[config.mk]
export PLATFORM = sky130hd
export DESIGN_NAME = tpu_host_driver
export DESIGN_NICKNAME = d
export VERILOG_FILES = /design/src/rtl/tpu_host_driver.sv
export SDC_FILE = /design/constraint.sdc
export NUM_CORES = 1
export LEC_CHECK = 0
export ABC_CLOCK_PERIOD_IN_PS = 2320
export CORE_MARGIN = 1
export CORE_UTILIZATION = 50
export CTS_BUF_LIST = sky130_fd_sc_hd__clkbuf_16
export DETAILED_ROUTE_END_ITERATION = 8
export HOLD_SLACK_MARGIN = 0.02
export PLACE_DENSITY = 0.82
export SYNTH_ARGS = -nofsm -noshare
export SYNTH_HDL_FRONTEND = slang
export SYNTH_SLANG_ARGS = --single-unit
[constraint.sdc]
create_clock -name clk -period 2.32 [get_ports clk]
set_input_delay 0.464 -clock clk [delete_from_list [all_inputs] [get_ports clk]]
set_output_delay 0.464 -clock clk [all_outputs]
set_load 0.01 [all_outputs]
[src/rtl/tpu_host_driver.sv]
// Host-side driver for a 2x2 TPU: streams 8 operand bytes, waits for done,
// captures the 8 result bytes and hands the four 16-bit elements to a consumer.
module tpu_host_driver #(
  parameter int TIMEOUT = 255
) (
  input  logic        clk,
  input  logic        rst_n,
  input  logic        start,
  input  logic        cfg_transpose,
  input  logic        cfg_activation,
  input  logic [7:0]  op_data,
  input  logic        op_valid,
  output logic        op_ready,
  output logic [7:0]  tpu_ui_in,
  output logic [7:0]  tpu_uio_in,
  input  logic [7:0]  tpu_uo_out,
  input  logic [7:0]  tpu_uio_out,
  output logic [15:0] res_data,
  output logic [1:0]  res_idx,
  output logic        res_valid,
  input  logic        res_ready,
  output logic        busy,
  output logic        timeout_err
);

  localparam int WW = (TIMEOUT < 2) ? 1 : $clog2(TIMEOUT);

  typedef enum logic [2:0] {
    S_IDLE    = 3'd0,
    S_LOAD    = 3'd1,
    S_WAIT    = 3'd2,
    S_CAPTURE = 3'd3,
    S_DRAIN   = 3'd4
  } state_t;

  state_t        state_r;
  logic [2:0]    byte_cnt_r;
  logic [WW-1:0] wait_cnt_r;
  logic [15:0]   res_buf_r [4];

  // Only the done flag of the TPU status byte is meaningful.
  logic unused_status_s;
  assign unused_status_s = ^tpu_uio_out[6:0];

  // Job sequencer: operand load, done wait, result capture and result drain.
  always_ff @(posedge clk) begin
    if (!rst_n) begin
      state_r     <= S_IDLE;
      byte_cnt_r  <= 3'd0;
      wait_cnt_r  <= '0;
      op_ready    <= 1'b0;
      tpu_ui_in   <= 8'h00;
      tpu_uio_in  <= 8'h00;
      res_data    <= 16'h0000;
      res_idx     <= 2'd0;
      res_valid   <= 1'b0;
      busy        <= 1'b0;
      timeout_err <= 1'b0;
      for (int i = 0; i < 4; i++) begin
        res_buf_r[i] <= 16'h0000;
      end
    end else begin
      // load_en is a single-cycle pulse unless a byte is accepted below
      tpu_uio_in[0] <= 1'b0;
      case (state_r)
        S_IDLE: begin
          if (start) begin
            // tpu_uio_in[2:1] doubles as the captured configuration
            tpu_uio_in  <= {5'b00000, cfg_activation, cfg_transpose, 1'b0};
            byte_cnt_r  <= 3'd0;
            timeout_err <= 1'b0;
            op_ready    <= 1'b1;
            busy        <= 1'b1;
            state_r     <= S_LOAD;
          end else begin
            tpu_uio_in  <= 8'h00;
          end
        end
        S_LOAD: begin
          if (op_valid) begin
            tpu_ui_in     <= op_data;
            tpu_uio_in[0] <= 1'b1;
            byte_cnt_r    <= byte_cnt_r + 3'd1;
            if (byte_cnt_r == 3'd7) begin
              op_ready   <= 1'b0;
              wait_cnt_r <= '0;
              state_r    <= S_WAIT;
            end
          end
        end
        S_WAIT: begin
          if (tpu_uio_out[7]) begin
            res_buf_r[0][7:0] <= tpu_uo_out;
            byte_cnt_r        <= 3'd1;
            state_r           <= S_CAPTURE;
          end else if (wait_cnt_r == WW'(TIMEOUT - 1)) begin
            timeout_err <= 1'b1;
            busy        <= 1'b0;
            tpu_uio_in  <= 8'h00;
            state_r     <= S_IDLE;
          end else begin
            wait_cnt_r  <= wait_cnt_r + WW'(1);
          end
        end
        S_CAPTURE: begin
          // byte k lands in element k/2, low half for even k
          if (byte_cnt_r[0]) begin
            res_buf_r[byte_cnt_r[2:1]][15:8] <= tpu_uo_out;
          end else begin
            res_buf_r[byte_cnt_r[2:1]][7:0]  <= tpu_uo_out;
          end
          byte_cnt_r <= byte_cnt_r + 3'd1;
          if (byte_cnt_r == 3'd7) begin
            res_valid  <= 1'b1;
            res_idx    <= 2'd0;
            res_data   <= res_buf_r[0];
            tpu_uio_in <= 8'h00;
            state_r    <= S_DRAIN;
          end
        end
        S_DRAIN: begin
          if (res_ready) begin
            if (res_idx == 2'd3) begin
              res_valid <= 1'b0;
              busy      <= 1'b0;
              state_r   <= S_IDLE;
            end else begin
              res_idx   <= res_idx + 2'd1;
              res_data  <= res_buf_r[res_idx + 2'd1];
            end
          end
        end
        default: begin
          op_ready   <= 1'b0;
          res_valid  <= 1'b0;
          busy       <= 1'b0;
          tpu_uio_in <= 8'h00;
          state_r    <= S_IDLE;
        end
      endcase
    end
  end

endmodule

== Yosys cells after proc, flatten, opt, wreduce, memory -nomap -nowiden ==
Memory sizes are Yosys's and may differ from the RTL's.
Cells that the tools add are included.

* Add/subtract/negate cells: 3
* Equality and inequality tests: 19
* Muxes and demuxes: 65
* Bitwise operators: 5
* Reductions and logical operators: 20

{| class="wikitable"
|+ Operator list
! cell !! count
|-
| 16-bit 2-to-1 mux || 4
|-
| 8-bit 2-to-1 mux || 8
|-
| 3-bit 2-to-1 mux || 12
|-
| 16-bit case mux with 2 select lines || 1
|-
| 7-bit case mux with 4 select lines || 1
|-
| 1-bit 2-to-1 mux || 25
|-
| 4-bit AND reduction || 6
|-
| 2-bit != test, second input constant || 11
|-
| 8-bit case mux with 2 select lines || 1
|-
| 16-bit OR reduction || 1
|-
| 3-bit case mux with 5 select lines || 1
|-
| 3-bit case mux with 4 select lines || 1
|-
| 2-bit 2-to-1 mux || 5
|-
| 8-bit by 1-bit adder with 8-bit output, second input constant || 1
|-
| 8-bit == test, second input constant || 1
|-
| 1-bit case mux with 4 select lines || 2
|-
| 7-bit AND reduction || 1
|-
| 3-bit by 2-bit == test with 1-bit output, second input constant || 2
|-
| 3-bit == test, second input constant || 2
|-
| 1-bit case mux with 3 select lines || 2
|-
| 6-bit AND reduction || 1
|-
| 2-bit nonzero test || 3
|-
| 3-bit OR reduction || 2
|-
| 5-bit AND reduction || 1
|-
| other kinds (13) || 17
|}

* Bits in registers: 52
* RAM bits: 64
* Output and inout bits: 38
* Logic and storage cells: 125
* Memories: 1

{| class="wikitable"
|+ Memory list
! name !! depth !! width !! read ports !! clocked after memory_dff !! write ports !! line !! RTL
|-
| res_buf_r || 4 || 16 || 2 || 0 || 4 || 39 || <nowiki>logic [15:0] res_buf_r [4];</nowiki>
|}

== Depth between registers and ports, before layout ==
Gate-level depths: netlist of run 1.

* Depth in word-level cells: 6
* Depth in mapped cells: 7

== Worst setup path after synthesis of run 1 ==
No wires, ideal clock.

* Kind: input -> register
* Start: in rst_n
* End: mem res_buf_r[2][0], enable pin
* Data arrival time: 1.766 ns
* Setup slack: 0.170 ns
* Stages on the path: 5
* Cells stage by stage: buf_2 and4b_1 buf_2 nand2_1 o21ai_0

{| class="wikitable"
|+ RTL lines
! what !! line !! RTL
|-
| from (decl) || 7 || <nowiki>input logic rst_n,</nowiki>
|-
| to (decl) || 39 ||
|}

== Final worst setup path of run 1 ==
* Start: reg res_idx[0]
* End: out res_idx[0]

{| class="wikitable"
|+ RTL lines
! what !! line !! RTL
|-
| from (decl) || 19 || <nowiki>output logic [1:0] res_idx,</nowiki>
|-
| from (signal assigned) || 128 || <nowiki>res_idx <= res_idx + 2'd1;</nowiki>
|}

No word-level cell between the ends.

==> results.yml, run 1 <==
run_status:
  status: "complete, no violations"
timing:
  finalSetupViolCount: 0
  max_slew_margin_pct: 47.92
  fmax_mhz: 476.3
  maxSlewViolCount: 0
  timing.hold.ws_ns: 0.4845
  tightest_slew_ns: 0.7811
  rsz0062_at_grt: "no"
  hold_violations: 0
  finalCriticalPeriod_ns: 2.100
  fin_skew_ns: 0.01002
  final.period_utilization_pct: 90.50
floorplanning:
  io_pins: 69
  core_um2: 9910
  rows: 36
  start_util_pct: 52.17
  fp.dieArea_um2: 10750
  fp.dieW_um: 103.7
  die_h_um: 103.7
layout:
  layout-area-overhead-vs-synth_pct: 20.57
  nets: 591
  layout_common_cells: "edfxtp_1 (64), clkdlybuf4s50_1 (56), dfxtp_1 (47), nor2_1 (44), and2_1 (35)"
  drive_above_1_share_pct: 9.821
  fillers: 766
  final_core_util_pct: 62.90
  diodes: 0
  final_common_cell: "edfxtp_1"
  instances_no_fill: 693
worst_setup_path:
  worstSetupPathType: "reg2out"
  cp_max_fo: 36
  cp-startpoint: "res_idx[0]"
  cpMaxStageDelayCell: "clkdlybuf4s50_1"
  r2r-start: "byte_cnt_r[1]"
  end_kind: "primary output"
  reg2regPathDepth: 6
  reg2reg_slack_ns: 0.32
  cp.arrival_ns: 1.64
  critPathLaunchType: "register"
  cpPeakStageDelay_ns: 0.62
  r2r_end: "wait_cnt_r[3]"
  endpoint: "res_idx[0]"
  path_cells: "buf_4, clkdlybuf4s50_1"
  cp_data_required_time_ns: 1.86
grt:
  grt_pass1_vias: 3661
  grt_max_degree: 37
  grt_pass1_wl_um: 18060
  grt.total_usage_pct: 21.20
  antenna_found_initial: 0
  grt.overflow.total: 0
cts:
  clockBufferDepth: 2
  root_buffer: "clkbuf_16"
  cts_buffers: 9
  insertion_delay_ns: 0.34
  htree_levels: 3
  clock_sinks: 111
  clk_pin_slew_worst_paths_ns: 0.07
  tritoncts: "built"
detailed_routing:
  drc: 0
  viasPerCell: 5.683
  drt_pass1_iterations: 5
  vias: 3938
  drtAntennaViolNets: 0
  drtIter0Drc: 258
  wl_per_cell_um: 15.89
  postRouteWirelength_um: 11010
logic_synthesis:
  netlist_instances: 492
  yosysWarnings: 0
  ys_types: 58
  syn_avg_cell_area_um2: 10.51
  ys.flop_type: "edfxtp_1"
  ys_seq_area_share_pct: 55.37
  synth_seq_cells: 111
  synth_edf_count: 64
  netlist_area_um2: 5170
  async_flop_share_pct: 0
power_and_ir_drop:
  peakVddDrop_v: 0.0003652
  leakage_nw: 2.196
  power_density_nw_per_um2: 634.1
worst_hold_path:
  hp-class: "reg2reg"
placed_design:
  globalplace.congestion: 0.8384
  dp_hpwl_um: 7659
  dp.cells: 677
  io_buffers: 56
flow_run:
  drv_cap: 0
## worst min path at each step
stage | slack (ns) | start | cells after the start | end
CTS | 0.48 | tpu_uio_in[1] | 2 | tpu_uio_in[1]
floorplan | 0.45 | wait_cnt_r[7] | 2 | wait_cnt_r[7]
global placement | 0.47 | wait_cnt_r[7] | 2 | wait_cnt_r[7]
global route | 0.50 | tpu_uio_in[1] | 2 | tpu_uio_in[1]
detailed placement | 0.48 | tpu_uio_in[1] | 2 | tpu_uio_in[1]
finish | 0.48 | wait_cnt_r[7] | 2 | wait_cnt_r[7]
## flip-flops by register name (all words and copies together) (netlist names), 2 cells and up
name / count
state_r: 3
tpu_uio_in: 3
wait_cnt_r: 8
res_data: 16
tpu_ui_in: 8
res_idx: 2
byte_cnt_r: 3
res_buf_r: 64
## report_power, final
group          internal (mW)  switching, mW  leakage (nW)
Combinational          0.142          0.148          1.05
Sequential              2.14         0.0330          1.00
Clock                  0.797          0.689         0.148
Total                   3.08          0.869          2.20
## final cells by class
type	instances	area (um2)	share of cell area, %
tap	133	166.4	2.670
timing repair buffer	84	795.8	12.77
clock inverter	6	40.04	0.6423
clock buffer	10	250.2	4.014
multi-input combinational	333	2058	33.02
inverter	16	60.06	0.9635
sequential	111	2863	45.93
## logic make-up (layout without fill, tap and decap cells)
family	count (synthesis)	count (layout)	synth area share, %
other	1	5	0.07253
buffers and inverters	52	116	5.179
adder cells (fa/ha/maj)	5	5	1.210
flip-flops	111	111	55.37
AO/OA/AOI/OAI	124	124	15.27
AND/OR/NAND/NOR	170	170	17.30
multiplexers	28	28	5.421
XOR/XNOR	1	1	0.1694
## cell usage after synthesis (3+ instances only)
master	number	share of area, %
nand2_1	33	2.4
buf_6	3	0.65
ha_1	5	1.2
o21ai_1	23	2.2
clkbuf_1	9	0.65
buf_2	13	1.3
nor3_1	4	0.39
a21o_1	5	0.73
mux2i_1	28	5.4
inv_1	14	1.0
edfxtp_1	64	37
nand3b_1	3	0.44
nand2b_1	4	0.48
nor2b_1	3	0.36
nor3b_1	3	0.44
nand3_1	22	2.1
nor2_1	44	3.2
o21ai_0	25	2.4
dfxtp_1	47	18
a22oi_1	16	2.3
and2_1	35	4.2
o22ai_1	4	0.48
nand4_1	3	0.36
buf_4	9	1.3
a21oi_1	33	3.2
## critical path, delay by kind of cell (launching register included)
| kind | cells | cell delay, ns |
|---|---|---|
| flops | 1 | 0.35 |
| buf+inv | 2 | 0.95 |
## per-stage QoR
stage | power, mW | setup TNS (ns) | setup WS, ns | instance area [um2]
2_1_floorplan | 2.376 | 0 | 0.1701 | 5185
3_3_place_gp | 2.497 | 0 | 0.01159 | 5939
3_5_place_dp | 2.508 | -0.2100 | -0.01411 | 5939
4_1_cts | 3.977 | 0 | 0.1954 | 6233
5_1_grt | 4.088 | 0 | 0.1378 | 6233
6_report | 3.952 | 0 | 0.2205 | 6233
## per-layer routing
layer | up-vias | GRT usage [%] | wire length [um]
met5 | - | 0 | 0
li1 | 1881 | - | -
met2 | 167 | 35.67 | 5429
met1 | 1871 | 26.55 | 4503
met3 | 19 | 5.727 | 874
met4 | 0 | 6.837 | 201
## timing repair
action	CTS	global route
setup endpoints to repair	1	0
resized for setup	1	0
hold buffers	0	0
buffers inserted	0	0
Note: power is estimated with default switching activity, not from simulation.
==> inputs of run 2 (changes only) <==
--- a/config.mk
+++ b/config.mk
@@ -6,12 +6,14 @@
 export NUM_CORES = 1
 export LEC_CHECK = 0
 export ABC_CLOCK_PERIOD_IN_PS = 2320
+export CELL_PAD_IN_SITES_DETAIL_PLACEMENT = 1
+export CELL_PAD_IN_SITES_GLOBAL_PLACEMENT = 2
 export CORE_MARGIN = 1
-export CORE_UTILIZATION = 50
+export CORE_UTILIZATION = 35
 export CTS_BUF_LIST = sky130_fd_sc_hd__clkbuf_16
 export DETAILED_ROUTE_END_ITERATION = 8
 export HOLD_SLACK_MARGIN = 0.02
-export PLACE_DENSITY = 0.82
+export PLACE_DENSITY = 0.87
 export SYNTH_ARGS = -nofsm -noshare
 export SYNTH_HDL_FRONTEND = slang
 export SYNTH_SLANG_ARGS = --single-unit
==> constraint.sdc (replaced) <==
create_clock -name clk -period 2.32 [get_ports clk]
set_input_delay 0.464 -clock clk [delete_from_list [all_inputs] [get_ports clk]]
set_output_delay 0.464 -clock clk [all_outputs]
set_load 0.05 [all_outputs]
==> run 2 against run 1 <==
  * Clock-buffer cell count shrank 1
  * Routed wire length grew 15%
  * Maximum frequency increased by 4.2%
  * Setup slack better by 0.086 ns
  * Register-to-register slack improved by 0.06 ns
==> results.yml, run 2 (synthesis results as in run 1) <==
detailed_routing:
  drc: 0
  drt_pass1_iterations: 4
  drtIter0Drc: 108
  vias: 3822
  drtAntennaViolNets: 0
  viasPerCell: 5.110
  postRouteWirelength_um: 12620
  wl_per_cell_um: 16.87
timing:
  rsz0062_at_grt: "no"
  finalCriticalPeriod_ns: 2.014
  max_slew_margin_pct: 52.31
  hold_violations: 0
  setup_slack_ns: 0.3060
  fmax_mhz: 496.5
  finalSetupTns_ns: 0
  final.period_utilization_pct: 86.81
  finalSetupViolCount: 0
  tightest_slew_ns: 0.7099
  maxSlewViolCount: 0
  fin_skew_ns: 0.006325
floorplanning:
  die_h_um: 123.5
  io_pins: 69
  start_util_pct: 35.71
  fp.dieW_um: 123.5
  rows: 44
  fp.dieArea_um2: 15260
  core_um2: 14480
worst_setup_path:
  worstSetupPathType: "reg2out"
  end_kind: "primary output"
  cp_max_fo: 3
  r2r-start: "state_r[0]"
  path_cells: "clkdlybuf4s50_1"
  crit_buf_inv: 1
  cp-startpoint: "res_idx[1]"
  cp_top_family: "buffers and inverters"
  cpMaxStageDelayCell: "clkdlybuf4s50_1"
  reg2reg_slack_ns: 0.38
  cp.arrival_ns: 1.55
  cpPeakStageDelay_ns: 0.83
  cp_data_required_time_ns: 1.86
  critPathLaunchType: "register"
power_and_ir_drop:
  power_density_nw_per_um2: 646.7
  combPwrFrac_pct: 8.5
  p_sw_mw: 0.9953
  clock_power_share_pct: 39.0
  seqPwrFrac_pct: 52.5
  p_sw_share_pct: 24.04
  power.internal_mw: 3.144
  peakVddDrop_v: 0.0003439
  leakage_nw: 2.238
layout:
  instances_no_fill: 748
  final_area_um2: 6401
  nets: 595
  largest_reg_flops: 64
  reg_top3: "res_buf_r (64), res_data (16)"
  final_common_cell: "edfxtp_1"
  multi_input_area_um2: 2054
  diodes: 0
  top_register: "res_buf_r"
  layout_common_cells: "edfxtp_1 (64), clkdlybuf4s50_1 (54), dfxtp_1 (47), nor2_1 (44), and2_1 (35)"
  seq_area_um2: 2863
  layout-area-overhead-vs-synth_pct: 23.81
  drive_above_1_share_pct: 10.99
  fillers: 1603
cts:
  insertion_delay_ns: 0.36
  clockBufferDepth: 2
  root_buffer: "clkbuf_16"
  postCtsSetupRepairBufs: 0
  htree_levels: 3
  clk_pin_slew_worst_paths_ns: 0.07
  cts_resized: 0
  cts_hold_buf: 0
  tritoncts: "built"
  cts_buffers: 9
  clock_sinks: 111
grt:
  grt.overflow.total: 0
  grt_pass1_vias: 3921
  antenna_found_initial: 0
  grt_pass1_wl_um: 20580
  grt.total_usage_pct: 17.98
  grt_max_degree: 37
placed_design:
  dp.cells: 732
  globalplace.congestion: 0.7653
  io_buffers: 56
  dp_hpwl_um: 8995
  place_ws_ns: -0.03050
  placed_cell_area_um2: 6088
flow_run:
  drv_cap: 0
run_status:
  status: "complete, no violations"
worst_hold_path:
  hp-class: "reg2reg"
  hp-start: "wait_cnt_r[7]"
## run 2: cell count changes in the layout (fill, tap and decap cells not counted), sizes merged
cell	previous run	this run
inv	19	17
bufinv	0	1
clkinv	3	4
clkdlybuf4s50	56	54
buf	28	34
clkbuf	10	9
clkinvlp	0	1
## run 2: final cells by class
class | count | share of cell area, %
Clock buffer | 9 | 3.518
Clock inverter | 7 | 1.368
Inverter | 16 | 0.9382
Multi-Input combinational cell | 333 | 32.10
Sequential cell | 111 | 44.72
Tap cell | 184 | 3.597
Timing Repair Buffer | 88 | 13.76
## run 2: path summary, 6_finish.rpt
kind / end / cells past startpoint
worst max-delay path: res_idx[1] / 1
worst min-delay path: wait_cnt_r[7] / 2
worst max register to register: res_buf_r[3][8] / 5
worst min register to register: wait_cnt_r[7] / 2
## run 2: stage by stage
stage               total power [mW]  hold slack [ns]  utilization [%]
detailed placement             2.573           0.4839            42.05
CTS                            4.184           0.4962            44.21
global placement               2.562           0.4691            42.05
floorplan                      2.432           0.4468                -
global route                   4.262           0.5176            44.21
finish                         4.139           0.4881            44.21
## run 2: worst min-delay path, cell delays in order (launching register included)
cell	delay [ns]
dfxtp_1	0.34
nand2_1	0.06
o21ai_1	0.05
## run 2: power groups by stage
stage | logic [mW] | clock network [mW] | registers, mW
after floorplan | 0.172 | 0 | 2.26
after detailed placement | 0.352 | 0 | 2.22
after CTS | 0.354 | 1.65 | 2.18
after global placement | 0.345 | 0 | 2.22
after global routing | 0.380 | 1.70 | 2.18
final | 0.350 | 1.61 | 2.17
## run 2: routing by layer
metal	up-vias	GRT usage (%)	part of all wire [%]
met5	-	0	0
met4	0	4.970	1.1
met3	10	3.690	3.7
met2	68	30.59	50
met1	1848	23.05	45
li1	1896	-	-
